## src/rtl/seg16_pkg.sv

```systemverilog
// Shared constants for the 16-segment bus: segment code table, widths, decoder FSM states.
package seg16_pkg;

  localparam int unsigned SEG_W = 16;
  localparam int unsigned NIB_W = 4;

  // Bit order: a1 a2 b c d1 d2 e f g1 g2 h i j k l m (bit 0 = segment 1 = a1).
  localparam logic [SEG_W-1:0] SEG_CODE [16] = '{
    16'h00FF, // 0
    16'h000C, // 1
    16'h0377, // 2
    16'h033F, // 3
    16'h038C, // 4
    16'h03BB, // 5
    16'h03FB, // 6
    16'h000F, // 7
    16'h03FF, // 8
    16'h03BF, // 9
    16'h03CF, // A
    16'h4A3F, // B
    16'h00F3, // C
    16'h483F, // D
    16'h01F3, // E
    16'h01C3  // F
  };

  typedef enum logic [1:0] {
    StSettle,
    StDecode,
    StHold
  } state_e;

  typedef struct packed {
    logic             hit;
    logic [NIB_W-1:0] idx;
  } lookup_t;

  function automatic lookup_t seg_lookup(input logic [SEG_W-1:0] pat);
    lookup_t r;
    r.hit = 1'b0;
    r.idx = '0;
    for (int i = 0; i < 16; i++) begin
      if (pat == SEG_CODE[i]) begin
        r.hit = 1'b1;
        r.idx = NIB_W'(i);
      end
    end
    return r;
  endfunction

endpackage

```

## src/rtl/seg16_decoder_if.sv

```systemverilog
// Segment bus in, decoded count and sequence-check status out.
interface seg16_decoder_if;
  import seg16_pkg::*;

  logic [SEG_W-1:0] seg;
  logic [NIB_W-1:0] nibble;
  logic             valid;
  logic             bad_code;
  logic             dir_up;
  logic             dir_valid;
  logic             step_err;
  logic [7:0]       err_count;

  modport master (
    output seg,
    input  nibble, valid, bad_code, dir_up, dir_valid, step_err, err_count
  );

  modport slave (
    input  seg,
    output nibble, valid, bad_code, dir_up, dir_valid, step_err, err_count
  );

endinterface

```

## src/rtl/seg16_stable_filter.sv

```systemverilog
// Synchronizes the segment lines, applies optional inversion and flags a settled pattern.
module seg16_stable_filter
  import seg16_pkg::*;
#(
  parameter int unsigned STABLE_CYCLES = 4,
  parameter bit          ACTIVE_LOW    = 1'b0
) (
  input  logic             clk,
  input  logic             reset,
  input  logic [SEG_W-1:0] seg,
  output logic [SEG_W-1:0] s,
  output logic             stable
);

  localparam logic [7:0] StableMax = 8'(STABLE_CYCLES);

  logic [SEG_W-1:0] sync1_q, sync2_q;
  logic [7:0]       cnt_q, cnt_d;
  logic             change;

  // sync1 holds the value s takes next edge, so the count clears on the edge s changes.
  assign change = (sync1_q != sync2_q);
  assign s      = sync2_q ^ {SEG_W{ACTIVE_LOW}};
  assign stable = (cnt_d == StableMax);

  always_comb begin
    cnt_d = cnt_q;
    if (change) begin
      cnt_d = 8'd0;
    end else if (cnt_q != StableMax) begin
      cnt_d = cnt_q + 8'd1;
    end
  end

  always_ff @(posedge clk) begin
    if (reset) begin
      sync1_q <= '0;
      sync2_q <= '0;
      cnt_q   <= 8'd0;
    end else begin
      sync1_q <= seg;
      sync2_q <= sync1_q;
      cnt_q   <= cnt_d;
    end
  end

endmodule

```

## src/rtl/seg16_decoder.sv

```systemverilog
// Decodes settled segment patterns to a nibble and checks the count steps by +/-1.
module seg16_decoder
  import seg16_pkg::*;
#(
  parameter int unsigned STABLE_CYCLES = 4,
  parameter bit          ACTIVE_LOW    = 1'b0
) (
  input  logic           clk,
  input  logic           reset,
  seg16_decoder_if.slave bus
);

  logic [SEG_W-1:0] s;
  logic             stable;

  seg16_stable_filter #(
    .STABLE_CYCLES (STABLE_CYCLES),
    .ACTIVE_LOW    (ACTIVE_LOW)
  ) u_filter (
    .clk    (clk),
    .reset  (reset),
    .seg    (bus.seg),
    .s      (s),
    .stable (stable)
  );

  state_e           state_q, state_d;
  logic [NIB_W-1:0] nibble_q, nibble_d;
  logic [NIB_W-1:0] prev_q, prev_d;
  logic             prev_valid_q, prev_valid_d;
  logic             valid_q, valid_d;
  logic             bad_q, bad_d;
  logic             step_q, step_d;
  logic             dir_up_q, dir_up_d;
  logic             dir_valid_q, dir_valid_d;
  logic [7:0]       err_q, err_d;
  lookup_t          lk;

  always_comb begin
    lk           = seg_lookup(s);
    state_d      = state_q;
    nibble_d     = nibble_q;
    prev_d       = prev_q;
    prev_valid_d = prev_valid_q;
    valid_d      = 1'b0;
    bad_d        = 1'b0;
    step_d       = 1'b0;
    dir_up_d     = dir_up_q;
    dir_valid_d  = dir_valid_q;
    err_d        = err_q;

    unique case (state_q)
      StSettle: begin
        if (stable) state_d = StDecode;
      end
      StDecode: begin
        // A change during this cycle must re-settle rather than sit in hold.
        state_d = stable ? StHold : StSettle;
        if (lk.hit) begin
          valid_d      = 1'b1;
          nibble_d     = lk.idx;
          prev_d       = lk.idx;
          prev_valid_d = 1'b1;
          if (prev_valid_q) begin
            if (lk.idx == prev_q + 4'd1) begin
              dir_up_d    = 1'b1;
              dir_valid_d = 1'b1;
            end else if (lk.idx == prev_q - 4'd1) begin
              dir_up_d    = 1'b0;
              dir_valid_d = 1'b1;
            end else if (lk.idx != prev_q) begin
              step_d = 1'b1;
            end
          end
        end else begin
          bad_d = 1'b1;
        end
      end
      StHold: begin
        if (!stable) state_d = StSettle;
      end
      default: state_d = StSettle;
    endcase

    if ((bad_d || step_d) && (err_q != 8'hFF)) begin
      err_d = err_q + 8'd1;
    end
  end

  always_ff @(posedge clk) begin
    if (reset) begin
      state_q      <= StSettle;
      nibble_q     <= '0;
      prev_q       <= '0;
      prev_valid_q <= 1'b0;
      valid_q      <= 1'b0;
      bad_q        <= 1'b0;
      step_q       <= 1'b0;
      dir_up_q     <= 1'b0;
      dir_valid_q  <= 1'b0;
      err_q        <= 8'd0;
    end else begin
      state_q      <= state_d;
      nibble_q     <= nibble_d;
      prev_q       <= prev_d;
      prev_valid_q <= prev_valid_d;
      valid_q      <= valid_d;
      bad_q        <= bad_d;
      step_q       <= step_d;
      dir_up_q     <= dir_up_d;
      dir_valid_q  <= dir_valid_d;
      err_q        <= err_d;
    end
  end

  assign bus.nibble    = nibble_q;
  assign bus.valid     = valid_q;
  assign bus.bad_code  = bad_q;
  assign bus.dir_up    = dir_up_q;
  assign bus.dir_valid = dir_valid_q;
  assign bus.step_err  = step_q;
  assign bus.err_count = err_q;

endmodule

```

## src/flat_wrapper.sv

```systemverilog
// flat-port wrapper written by rule: the top's interface ports become plain ports
module seg16_decoder_flat import seg16_pkg::*;
#(
  parameter int unsigned STABLE_CYCLES = 4,
  parameter bit          ACTIVE_LOW    = 1'b0
)
  (clk, reset, bus_seg, bus_nibble, bus_valid, bus_bad_code, bus_dir_up, bus_dir_valid, bus_step_err, bus_err_count);
  seg16_decoder_if bus_i ();
  input  logic clk;
  input  logic reset;
  input wire logic [$bits(bus_i.seg)-1:0] bus_seg;
  output wire logic [$bits(bus_i.nibble)-1:0] bus_nibble;
  output wire logic [$bits(bus_i.valid)-1:0] bus_valid;
  output wire logic [$bits(bus_i.bad_code)-1:0] bus_bad_code;
  output wire logic [$bits(bus_i.dir_up)-1:0] bus_dir_up;
  output wire logic [$bits(bus_i.dir_valid)-1:0] bus_dir_valid;
  output wire logic [$bits(bus_i.step_err)-1:0] bus_step_err;
  output wire logic [$bits(bus_i.err_count)-1:0] bus_err_count;
  assign bus_i.seg = bus_seg;
  assign bus_nibble = bus_i.nibble;
  assign bus_valid = bus_i.valid;
  assign bus_bad_code = bus_i.bad_code;
  assign bus_dir_up = bus_i.dir_up;
  assign bus_dir_valid = bus_i.dir_valid;
  assign bus_step_err = bus_i.step_err;
  assign bus_err_count = bus_i.err_count;
  seg16_decoder #(.STABLE_CYCLES(STABLE_CYCLES), .ACTIVE_LOW(ACTIVE_LOW)) u_core (.clk(clk), .reset(reset), .bus(bus_i));
endmodule
```

## config.mk

```make
export PLATFORM = sky130hd
export DESIGN_NAME = seg16_decoder_flat
export DESIGN_NICKNAME = d
export VERILOG_FILES = /design/src/rtl/seg16_pkg.sv /design/src/rtl/seg16_decoder_if.sv /design/src/rtl/seg16_stable_filter.sv /design/src/rtl/seg16_decoder.sv /design/src/flat_wrapper.sv
export SDC_FILE = /design/constraint.sdc
export NUM_CORES = 1
export LEC_CHECK = 0
export CAP_MARGIN = 10
export CORE_ASPECT_RATIO = 1.75
export CORE_MARGIN = 2
export CORE_UTILIZATION = 45
export CTS_CLUSTER_DIAMETER = 120
export CTS_CLUSTER_SIZE = 24
export DETAILED_ROUTE_END_ITERATION = 8
export HOLD_SLACK_MARGIN = 0.05
export MAX_ROUTING_LAYER = met4
export PLACE_DENSITY = 0.69
export SYNTH_ARGS = -nofsm -noshare
export SYNTH_HDL_FRONTEND = slang
export SYNTH_SLANG_ARGS = --single-unit
```

## constraint.sdc

```tcl
create_clock -name clk -period 2.85 [get_ports clk]
set_input_delay 0.57 -clock clk [delete_from_list [all_inputs] [get_ports clk]]
set_output_delay 0.57 -clock clk [all_outputs]
set_load 0.05 [all_outputs]
```

# --- Word-level counts from Yosys, hierarchy flattened ---
# Index checks and enable logic that the tools add are counted.
word_totals:
  in_bits: 18
  word_cells: 87
  reg_bits: 60
op_classes:
  bitwise: 1
  n_reduce_logical: 8
  eq_ne: 27
  mux: 35
  n_addsub: 4
op_table:
  columns: ["cell", "count"]
  rows:
  - ["equality test 16 x 10 -> 1 bit (second input constant)", 8]
  - ["two-way mux 5 bit", 16]
  - ["equality test 16 x 15 -> 1 bit (second input constant)", 2]
  - ["equality test 16 x 4 -> 1 bit (second input constant)", 2]
  - ["equality test 16 x 8 -> 1 bit (second input constant)", 2]
  - ["equality test 16 x 9 -> 1 bit (second input constant)", 2]
  - ["adder 8 x 1 -> 8 bit (second input constant)", 2]
  - ["two-way mux 8 bit", 2]
  - ["inequality test 16 bit", 1]
  - ["two-way mux 1 bit", 13]
  - ["equality test 4 bit", 2]
  - ["equality test 8 x 3 -> 1 bit (second input constant)", 1]
  - ["inequality test 8 x 3 -> 1 bit (second input constant)", 1]
  - ["inequality test 8 bit (second input constant)", 1]
  - ["two-way mux 2 bit", 3]
  - ["case mux 2 bit (3 select lines)", 1]
  - ["adder 4 x 1 -> 4 bit (second input constant)", 1]
  - ["inequality test 4 bit", 1]
  - ["AND reduction 2 bit", 2]
  - ["AND reduction 4 bit", 1]
  - ["subtractor 4 x 1 -> 4 bit (second input constant)", 1]
  - ["equality test 2 x 1 -> 1 bit (second input constant)", 1]
  - ["equality test 2 bit (second input constant)", 1]
  - ["zero test 2 bit", 1]
  - ["other kinds (7)", 7]

# --- Longest topological paths before layout ---
# Gate-level depths: netlist (run 1).
depth:
  depth_word: 26
  depth_mapped: 10
  depth_no_buf: 9

# --- Cells and area by module ---
# From an unflattened synthesis (run 1), not the netlist that was laid out.
unflattened:
  hier_cells: 348
  area_unflattened_um2: 3163.0
by_module_without_submodules:
  columns: ["mod", "cells_each", "n_inst", "area_each_um2", "seq_area_each_um2"]
  rows:
  - ["seg16_decoder", 209, 1, 1686.6, 400.4]
  - ["seg16_stable_filter", 139, 1, 1476.4, 800.8]

# --- Worst setup path after synthesis (run 1) ---
# OpenSTA, ideal clock, no wires.
synth_path:
  path_kind: "register to register"
  start: "reg u_core.u_filter.sync2_q[13] (netlist: u_core.u_filter.s[13])"
  end: "reg u_core.err_q[0] (netlist: u_core.bus.err_count[0])"
  path_buffers: 0
  t_arrival_ps: 2744
  slack_ps: -17
  stages_incl_launch_ff: 10
  t_required_ps: 2727
  path_cell_list: "dfxtp_1 > or4_4 > or3_4 > o22a_4 > nor2b_4 > a31oi_4 > and2_4 > o211ai_4 > a21boi_1 > mux2_1"
synth_between:
  elab_chain_len: 25
  word_cells_on_any_way: 45
  classes_between: "eq/ne: 19; mux: 24; reduce/logical: 2"
synth_rtl:
  columns: ["item", "line", "rtl"]
  rows:
  - ["start, declared", "seg16_stable_filter.sv:17", "logic [SEG_W-1:0] sync1_q, sync2_q;"]
  - ["start signal, assigned", "seg16_stable_filter.sv:42", "sync2_q <= sync1_q;"]
  - ["equality test 16 x 4 -> 1 bit", "seg16_pkg.sv:43", "if (pat == SEG_CODE[i]) begin"]
  - ["two-way mux 5 bit (14 in series)", "seg16_pkg.sv:43", null]
  - ["two-way mux 5 bit *", "seg16_pkg.sv:43", null]
  - ["inequality test 4 bit", "seg16_decoder.sv:71", "end else if (lk.idx != prev_q) begin"]
  - ["two-way mux 1 bit", "seg16_decoder.sv:71", null]
  - ["two-way mux 1 bit", "seg16_decoder.sv:68", "end else if (lk.idx == prev_q - 4'd1) begin"]
  - ["two-way mux 1 bit", "seg16_decoder.sv:65", "if (lk.idx == prev_q + 4'd1) begin"]
  - ["two-way mux 1 bit", "seg16_decoder.sv:64", "if (prev_valid_q) begin"]
  - ["two-way mux 1 bit", "seg16_decoder.sv:59", "if (lk.hit) begin"]
  - ["two-way mux 1 bit", "seg16_decoder.sv:52", "unique case (state_q)"]
  - ["logical OR 1 bit *", "seg16_decoder.sv:85", "if ((bad_d || step_d) && (err_q != 8'hFF)) begin"]
  - ["logical AND 1 bit *", "seg16_decoder.sv:85", null]
  - ["end signal, assigned", "seg16_decoder.sv:112", "err_q <= err_d;"]
  - ["end, declared", "seg16_decoder.sv:36", "logic [7:0] err_q, err_d;"]
# Mark *: on every way between the ends. The rest lies on a longest branch, timed or not.
# A chain may end at the register's enable or synchronous reset.

# --- Worst setup path in the final report (run 1) ---
layout_path:
  start: "reg u_core.u_filter.sync2_q[13] (netlist: u_core.u_filter.s[13])"
  end: "reg u_core.err_q[5] (netlist: u_core.bus.err_count[5])"
# Same word-level chain as after synthesis.

==> results of run 1 <==
==> power by group through the flow <==
stage	clock network [uW]	logic, uW	registers [uW]
global route	1210	125	885
finish	1150	113	883
detailed placement	0	112	899
CTS	1170	113	882
floorplan	0	67.9	890
global placement	0	111	898
==> metrics by stage <==
step | util | std cells | TNS, ns
floorplan | - | 329 | 0
global placement | 0.5477 | 454 | 0
detailed placement | 0.5477 | 454 | -0.5760
CTS | 0.6056 | 469 | -0.04364
global route | 0.6133 | 470 | -0.9703
finish | 0.6133 | 470 | -0.05080
==> cells in the final DEF (no fill, tap or decap), drive strengths merged, types with 2 or more instances in the layout <==
cell type	instances
nand2	11
bufinv	2
or4	3
nand3	11
xnor2	11
nor3b	3
and2	3
mux2i	2
and3	2
clkinv	3
clkbuf	11
a31oi	2
a211oi	4
o2bb2ai	2
nor3	8
dfxtp	60
o22ai	3
mux2	6
nand4	12
xor2	19
nor4bb	2
nor4	6
nor2b	40
buf	24
o31a	2
or3	4
nor2	38
clkdlybuf4s50	33
inv	10
nand2b	6
o211ai	3
o21ai	3
ha	5
and4	2
a21oi	14
==> sequential cells by signal, indices dropped and copies added (netlist names) <==
signal / count
u_core.prev_valid_q: 1
u_core.bus.nibble: 4
u_core.state_q: 2
u_core.bus.dir_valid: 1
u_core.u_filter.s: 16
u_core.u_filter.sync1_q: 16
u_core.u_filter.cnt_q: 8
u_core.bus.valid: 1
u_core.bus.dir_up: 1
u_core.bus.bad_code: 1
u_core.bus.err_count: 8
u_core.bus.step_err: 1
==> logic make-up after synthesis <==
kind of cell	share of synthesized area
xor+xnor	0.1032
mux	0.02924
flops	0.4010
simple gates	0.2924
buf+inv	0.03091
compound gates	0.1224
fa+ha+maj	0.02089
==> layer usage <==
| metal | share of wire | wire length, um | vias up | track usage |
|---|---|---|---|---|
| met2 | 0.56 | 3588 | 56 | 0.3394 |
| met1 | 0.37 | 2404 | 1202 | 0.1837 |
| met4 | 0.039 | 251 | 0 | 0.1139 |
| met5 | 0 | 0 | - | - |
| met3 | 0.033 | 216 | 21 | 0.05758 |
| li1 | - | - | 1264 | - |
==> what timing repair did <==
action	CTS	global route
resized for setup	12	8
setup endpoints to repair	7	8
hold buffers	0	0
pin swaps	4	0
buffers inserted	0	1
==> cell type report <==
cell class | count | area [um2]
multi-input combinational | 245 | 1813
clock buffer | 11 | 242.7
fill | 545 | 2510
timing repair buffer | 57 | 508.0
inverter | 10 | 37.54
sequential | 60 | 1201
tap | 82 | 102.6
clock inverter | 5 | 75.07
==> worst max path at each step <==
stage	startpoint	to	slack, ns	cells after the start
floorplan	u_core.u_filter.s[13]	u_core.bus.err_count[7]	0.02	9
global placement	u_core.u_filter.s[13]	u_core.bus.err_count[7]	0.003	10
detailed placement	u_core.u_filter.s[13]	u_core.bus.err_count[7]	-0.11	10
CTS	u_core.u_filter.s[13]	u_core.bus.err_count[5]	-0.02	9
global route	u_core.u_filter.s[13]	u_core.bus.err_count[5]	-0.16	9
finish	u_core.u_filter.s[13]	u_core.bus.err_count[5]	-0.03	9
==> flow_metrics.env, run 1 <==
export IMPL_cap_violations=0
export IMPL_synth_ff_type="dfxtp_1"
export IMPL_postRouteAntennaNets=0
export IMPL_regToRegSetupSlack_ns=-0.03
export IMPL_first_pass_iters=4
export IMPL_status="finished, violations left"
export IMPL_wl_per_cell_um=13.75
export IMPL_slew_headroom=0.5964
export IMPL_power_density_mw_per_mm2=537.9
export IMPL_clk_latency_ns=0.33
export IMPL_p_int_uw=1710
export IMPL_die_w_um=65.68
export IMPL_cp_num_buf_inv=0
export IMPL_antenna_found_initial=0
export IMPL_min_path_type="flip-flop to flip-flop"
export IMPL_grt_max_degree=58
export IMPL_ys_types=57
export IMPL_synth_top_area_frac=0.4010
export IMPL_syn_to_final_growth_pct=32.87
export IMPL_path_class="flip-flop to flip-flop"
export IMPL_core_mm2=0.006490
export IMPL_start_util=0.4615
export IMPL_postSynthAreaPerCell_um2=9.104
export IMPL_htreeDepth=3
export IMPL_seqPwrFrac=0.412
export IMPL_grt_use_total=0.1955
export IMPL_critPathSlowestCell="or4_4"
export IMPL_timing_final_ws_setup_ns=-0.03192
export IMPL_place_area_mm2=0.003555
export IMPL_rows=39
export IMPL_startpoint_type="flip-flop"
export IMPL_critPathRequiredTime_ns=3.06
export IMPL_min_period_ns=2.882
export IMPL_finalPower_uw=2141
export IMPL_gp_congestion=0.8913
export IMPL_fin_nets=406
export IMPL_synth_edff_count=0
export IMPL_max_freq_mhz=347.0
export IMPL_antenna_cells=0
export IMPL_cts_made_buffers=9
export IMPL_hold_start="u_core.state_q[1]"
export IMPL_yosysMostFrequentCell="dfxtp_1"
export IMPL_netlist_top_cells_count="dfxtp_1 (60), nor2b_1 (39), nor2_1 (38)"
export IMPL_drc=0
export IMPL_combPwrFrac=0.053
export IMPL_cp_cell_sequence="or4_4 > or3_4 > o22a_4 > and3_4 > o22ai_4 > a2bb2oi_2 > o211ai_4 > a21oi_1 > mux2_1"
export IMPL_violations="setup timing"
export IMPL_fin_worst_skew_ns=0.005738
export IMPL_yosysSeqAreaShare=0.4010
export IMPL_p_clk_frac=0.535
export IMPL_boundaryPins=35
export IMPL_switchingPower_uw=430.4
export IMPL_syn_instance_count=329
export IMPL_cpPeakStageDelay_ns=0.54
export IMPL_drive_above_1_share=0.1778
export IMPL_p_leak_uw=0.001496
export IMPL_fin_area_mm2=0.003980
export IMPL_cp_top_family="simple AND/OR/NAND/NOR gates"
export IMPL_die_area_mm2=0.007351
export IMPL_swShare=0.2010
export IMPL_cts_tree="yes"
export IMPL_worst_pin_slew_ns=0.5990
export IMPL_overflow=0
export IMPL_clock_path_buffers=2
export IMPL_routed_wl_um=6461
export IMPL_holdPathStages=1
export IMPL_rsz0062_at_grt="yes"
export IMPL_drv_slew=0
export IMPL_vias=2543
export IMPL_yosys_top_cells_area="dfxtp_1 (40%), nor2b_1 (8.1%), xor2_1 (5.6%), nor2_1 (4.8%), xnor2_1 (3.2%)"
export IMPL_crit_arrival_ns=3.10
export IMPL_viasPerCell=5.411
export IMPL_grt_first_pass_wirelength_um=10650
export IMPL_path_clk_slew_ns=0.05
export IMPL_root_buffer="clkbuf_16"
export IMPL_reg2reg_from="u_core.u_filter.s[13]"
export IMPL_synth_warnings=0
export IMPL_post_route_period_util=1.011
export IMPL_yosys_area_top_type="dfxtp_1"
export IMPL_synth_seq_cells=60
export IMPL_r2r_end="u_core.bus.err_count[5]"
export IMPL_grt_pass1_vias=2451
export IMPL_syn_nets=352
export IMPL_holdWs_ns=0.4455
export IMPL_critPathMaxFanout=8
export IMPL_hold_end="u_core.state_q[0]"
export IMPL_r2r_cells=9
export IMPL_peakVddDrop_mv=0.4370
export IMPL_hold_viol=0
export IMPL_synth_async_reset_ratio=0
export IMPL_clock_sinks=60
export IMPL_pre_cts_slack_ns=-0.1053
export IMPL_syn_cell_area_mm2=0.002995
export IMPL_drt_initial_drc_count=104
export IMPL_numPortBuffers=34
export IMPL_setup_viol=4
export IMPL_die_h_um=111.9
export IMPL_detailed_place_hpwl_um=4809
export IMPL_end_kind="flip-flop"
Power figures use the tool's default switching activity.
==> inputs of run 2 (changes only) <==
- CORE_MARGIN: 2 -> 10
==> run 2 against run 1 <==
- the run still ends with setup timing left
- worst hold slack lost 0.0054 ns
- global-route usage shrank 6.5 points
- utilization shrank 1.2 points
- largest cell class unchanged
- highest routed layer unchanged
==> flow_metrics.env, run 2 (same netlist as run 1, synthesis figures left out) <==
export IMPL_cts_tree="yes"
export IMPL_path_clk_slew_ns=0.05
export IMPL_rsz0062_at_grt="yes"
export IMPL_clock_path_buffers=2
export IMPL_clock_sinks=60
export IMPL_utilization=0.6011
export IMPL_critPathSlowestCell="or4_4"
export IMPL_hold_start="u_core.state_q[0]"
export IMPL_startpoint_type="flip-flop"
export IMPL_boundaryPins=35
export IMPL_min_period_ns=2.923
export IMPL_power_density_mw_per_mm2=500.1
export IMPL_path_class="flip-flop to flip-flop"
export IMPL_grt_first_pass_wirelength_um=10520
export IMPL_timing_final_ws_setup_ns=-0.07278
export IMPL_antenna_cells=0
export IMPL_crit_arrival_ns=3.13
export IMPL_start_util=0.4615
export IMPL_reg2reg_from="u_core.u_filter.s[13]"
export IMPL_final_common_cell="dfxtp_1"
export IMPL_cp_cell_sequence="or4_4 > or3_4 > o22a_4 > a21o_1 > a211oi_2 > a2bb2oi_4 > o211ai_4 > a21oi_1 > mux2_1"
export IMPL_clk_latency_ns=0.32
export IMPL_viasPerCell=5.391
export IMPL_setup_viol=8
export IMPL_fin_nets=404
export IMPL_drc=0
export IMPL_cts_made_buffers=9
export IMPL_cap_violations=0
export IMPL_cts_hold_buf=0
export IMPL_critPathRequiredTime_ns=3.06
export IMPL_die_area_mm2=0.01045
export IMPL_rows=39
export IMPL_die_w_um=81.68
export IMPL_detailed_place_hpwl_um=4843
export IMPL_fin_cells=468
export IMPL_max_freq_mhz=342.1
export IMPL_die_h_um=127.9
export IMPL_fin_worst_skew_ns=0.006445
export IMPL_overflow=0
export IMPL_hold_viol=0
export IMPL_drt_initial_drc_count=185
export IMPL_wl_per_cell_um=14.33
export IMPL_first_pass_iters=4
export IMPL_violations="setup timing"
export IMPL_routed_wl_um=6705
export IMPL_critPathMaxFanout=8
export IMPL_min_path_type="flip-flop to flip-flop"
export IMPL_vias=2523
export IMPL_p_leak_uw=0.001445
export IMPL_syn_to_final_growth_pct=30.24
export IMPL_end_kind="flip-flop"
export IMPL_post_route_period_util=1.026
export IMPL_grt_pass1_vias=2436
export IMPL_cpPeakStageDelay_ns=0.54
export IMPL_pre_cts_slack_ns=-0.06338
export IMPL_grt_max_degree=58
export IMPL_cp_startpoint="u_core.u_filter.s[13]"
export IMPL_slew_headroom=0.6149
export IMPL_drv_slew=0
export IMPL_status="finished, violations left"
export IMPL_drive_above_1_share=0.1580
export IMPL_htreeDepth=3
export IMPL_final_cell_mix="dfxtp_1 (58), nor2b_1 (39), nor2_1 (37)"
export IMPL_peakVddDrop_mv=0.5239
export IMPL_core_mm2=0.006490
export IMPL_root_buffer="clkbuf_16"
export IMPL_antenna_found_initial=0
export IMPL_numPortBuffers=34
export IMPL_dp_cells=452
export IMPL_grt_use_total=0.1306
export IMPL_postRouteAntennaNets=0
export IMPL_gp_congestion=0.9121
export IMPL_worst_pin_slew_ns=0.5716
[run 2: cell types whose count changed in the layout (fill, tap and decap cells not counted), sizes merged]
cell | previous run | this run
bufinv | 2 | 0
clkinv | 3 | 2
clkbuf | 11 | 14
buf | 24 | 22
[run 2: path summary, 6_finish.rpt]
| check | to | slack [ns] | cells after the start |
|---|---|---|---|
| max reg2reg | u_core.bus.err_count[4] | -0.07 | 9 |
| max | u_core.bus.err_count[4] | -0.07 | 9 |
| min reg2reg | u_core.state_q[0] | 0.44 | 1 |
| min | u_core.state_q[0] | 0.44 | 1 |
[run 2: layer usage]
metal / up-vias / track usage / share of wire / routed length [um]
met5: - / - / 0 / 0
met4: 0 / 0.08652 / 0.037 / 251
met3: 19 / 0.03020 / 0.043 / 289
met2: 73 / 0.2251 / 0.53 / 3567
met1: 1175 / 0.1242 / 0.39 / 2597
li1: 1256 / - / - / -
[run 2: final cells by class]
class,count,area [um2]
Fill cell,544,2589
Multi-Input combinational cell,245,1800
Sequential cell,60,1204
Timing Repair Buffer,55,493.0
Clock buffer,14,254.0
Tap cell,82,102.6
Inverter,10,37.54
Clock inverter,2,10.01
[run 2: critical path: cells and delay by family (launching register included)]
| family | cells | cell delay [ns] |
|---|---|---|
| compound gates | 6 | 1.24 |
| simple gates | 2 | 0.94 |
| mux | 1 | 0.32 |
| flops | 1 | 0.31 |
[run 2: timing repair]
item | in CTS | in global routing
gates resized for setup | 3 | 14
gates cloned | 0 | 0
endpoints found under the setup margin | 7 | 8
setup buffers | 0 | 1
pin swaps | 1 | 2
[run 2: power breakdown]
| part | switching [uW] | internal (uW) |
|---|---|---|
| logic | 46.2 | 63.7 |
| registers | 22.0 | 862 |
| clock network | 348 | 608 |
| total | 416 | 1530 |
[run 2: per-stage QoR]
step                      hold slack (ns)  power, uW  instance area [um2]    TNS (ns)
after floorplan                    0.4123      957.7                 2999           0
after global placement             0.4224       1006                 3540  -0.0001601
after global routing               0.4727       2016                 3901      -1.298
final                              0.4401       1951                 3901     -0.4713
after detailed placement           0.4326       1008                 3540     -0.2330
after CTS                          0.4395       1972                 3817     -0.1421
==> inputs of run 3 (changes only) <==
==> constraint.sdc (replaced) <==
create_clock -name clk -period 2.85 [get_ports clk]
set_input_delay 0.4275 -clock clk [delete_from_list [all_inputs] [get_ports clk]]
set_output_delay 0.4275 -clock clk [all_outputs]
set_load 0.05 [all_outputs]
==> run 3 against run 2 <==
- the run still ends with setup timing left
- setup slack better by 0.0095 ns
- non-clock buffer count is 4 higher
- flip-flop and latch count stayed put
- wire length hardly changed
- critical path type unchanged
- largest cell class unchanged
- largest power group unchanged
==> flow_metrics.env, run 3 (same netlist as run 1, synthesis figures left out) <==
export IMPL_status="finished, violations left"
export IMPL_violations="setup timing"
export IMPL_holdWs_ns=0.4409
export IMPL_grt_use_total=0.1389
export IMPL_root_buffer="clkbuf_16"
export IMPL_fin_area_mm2=0.003955
export IMPL_place_area_mm2=0.003562
export IMPL_postRouteAntennaNets=0
export IMPL_rsz0062_at_grt="yes"
export IMPL_grt_pass1_vias=2554
export IMPL_max_freq_mhz=343.3
export IMPL_p_int_uw=1643
export IMPL_final_common_cell="dfxtp_1"
export IMPL_core_mm2=0.006490
export IMPL_fin_nets=408
export IMPL_gp_congestion=0.8892
export IMPL_cts_tree="yes"
export IMPL_critPathMaxFanout=8
export IMPL_drive_above_1_share=0.1795
export IMPL_seqPwrFrac=0.427
export IMPL_grt_max_degree=58
export IMPL_min_path_type="flip-flop to flip-flop"
export IMPL_syn_to_final_growth_pct=32.04
export IMPL_critPathRequiredTime_ns=3.06
export IMPL_rows=39
export IMPL_p_clk_frac=0.518
export IMPL_final_cell_mix="dfxtp_1 (58), nor2b_1 (39), nor2_1 (37)"
export IMPL_cpPeakStageDelay_ns=0.53
export IMPL_combPwrFrac=0.055
export IMPL_cp_top_family="compound AO/OA/AOI/OAI gates"
export IMPL_drv_slew=0
export IMPL_viasPerCell=5.337
export IMPL_fillers=554
export IMPL_slew_headroom=0.5779
export IMPL_swShare=0.2046
export IMPL_power_density_mw_per_mm2=522.3
export IMPL_startpoint_type="flip-flop"
export IMPL_overflow=0
export IMPL_setup_viol=6
export IMPL_drt_initial_drc_count=90
export IMPL_vias=2519
export IMPL_cp_num_buf_inv=0
export IMPL_post_route_period_util=1.022
export IMPL_fin_worst_skew_ns=0.005983
export IMPL_wl_per_cell_um=14.20
export IMPL_worst_pin_slew_ns=0.6265
export IMPL_grt_first_pass_wirelength_um=10960
export IMPL_crit_arrival_ns=3.13
export IMPL_min_period_ns=2.913
export IMPL_boundaryPins=35
export IMPL_clk_latency_ns=0.33
export IMPL_cp_cell_sequence="or4_4 > or3_4 > o22a_4 > a21o_1 > a211oi_2 > a2bb2oi_4 > o211ai_4 > a21oi_1 > mux2_1"
export IMPL_cap_violations=0
export IMPL_numPortBuffers=34
export IMPL_switchingPower_uw=422.6
export IMPL_p_leak_uw=0.001489
export IMPL_start_util=0.4615
export IMPL_clock_path_buffers=2
export IMPL_critPathSlowestCell="or4_4"
export IMPL_die_area_mm2=0.01045
export IMPL_clock_sinks=60
export IMPL_first_pass_iters=4
export IMPL_antenna_found_initial=0
export IMPL_cts_made_buffers=9
export IMPL_timing_final_ws_setup_ns=-0.06330
export IMPL_pre_cts_slack_ns=-0.06627
export IMPL_path_class="flip-flop to flip-flop"
export IMPL_path_clk_slew_ns=0.05
export IMPL_end_kind="flip-flop"
export IMPL_die_w_um=81.68
export IMPL_detailed_place_hpwl_um=5057
export IMPL_hold_viol=0
export IMPL_routed_wl_um=6701
export IMPL_die_h_um=127.9
export IMPL_htreeDepth=3
export IMPL_antenna_cells=0
export IMPL_peakVddDrop_mv=0.4496
export IMPL_drc=0
==> run 3: cell types whose count changed in the layout (fill, tap and decap cells not counted), sizes merged <==
| cell | delta |
|---|---|
| clkbuf | -3 |
| bufinv | +1 |
| clkinv | +2 |
| buf | +4 |
==> run 3: power by group through the flow <==
| stage | logic [uW] | registers (uW) | clock network (uW) |
|---|---|---|---|
| CTS | 114 | 882 | 1100 |
| global route | 126 | 885 | 1140 |
| global placement | 112 | 898 | 0 |
| finish | 114 | 883 | 1070 |
| floorplan | 67.9 | 890 | 0 |
| detailed placement | 113 | 899 | 0 |
==> run 3: routing by layer <==
metal,vias to the layer above,wire length [um],share of wire,track usage
li1,1269,-,-,-
met2,47,3644,0.54,0.2368
met4,0,283,0.042,0.1056
met5,-,0,0,-
met3,19,176,0.026,0.03933
met1,1184,2597,0.39,0.1245
==> run 3: repair_timing <==
action                     in CTS  in global routing
hold buffers                    0                  0
setup buffers                   0                  2
resized for setup               4                 13
pin swaps                       1                  2
setup endpoints to repair       7                  8
==> run 3: worst reg2reg max path, stage by stage (launching register included) <==
cell       delay, ns
dfxtp_1         0.31
or4_4           0.53
or3_4           0.40
o22a_4          0.26
a21o_1          0.17
a211oi_2        0.27
a2bb2oi_4       0.10
o211ai_4        0.29
a21oi_1         0.14
mux2_1          0.33
==> run 3: area by class of cell <==
class | instances | area [um2] | share of cell area
clock buffer | 11 | 252.7 | 0.06390
timing repair buffer | 59 | 523.0 | 0.1322
clock inverter | 5 | 50.05 | 0.01265
sequential | 60 | 1204 | 0.3043
inverter | 10 | 37.54 | 0.009491
tap | 82 | 102.6 | 0.02594
multi-input combinational | 245 | 1785 | 0.4514
==> run 3: worst paths after layout <==
kind / start / endpoint / slack (ns) / cells after the start
worst min-delay path: u_core.state_q[0] / u_core.state_q[0] / 0.44 / 1
worst min register to register: u_core.state_q[0] / u_core.state_q[0] / 0.44 / 1
worst max register to register: u_core.u_filter.s[13] / u_core.bus.err_count[6] / -0.06 / 9
worst max-delay path: u_core.u_filter.s[13] / u_core.bus.err_count[6] / -0.06 / 9
==> run 3: through the flow <==
step | TNS [ns] | instances | utilization | power, uW
6_report | -0.2079 | 472 | 0.6094 | 2066
5_1_grt | -0.9543 | 472 | 0.6094 | 2154
4_1_cts | -0.02673 | 471 | 0.5988 | 2091
3_5_place_dp | -0.2695 | 455 | 0.5489 | 1012
3_3_place_gp | -0.003879 | 455 | 0.5489 | 1010
2_1_floorplan | 0 | 329 | - | 957.7
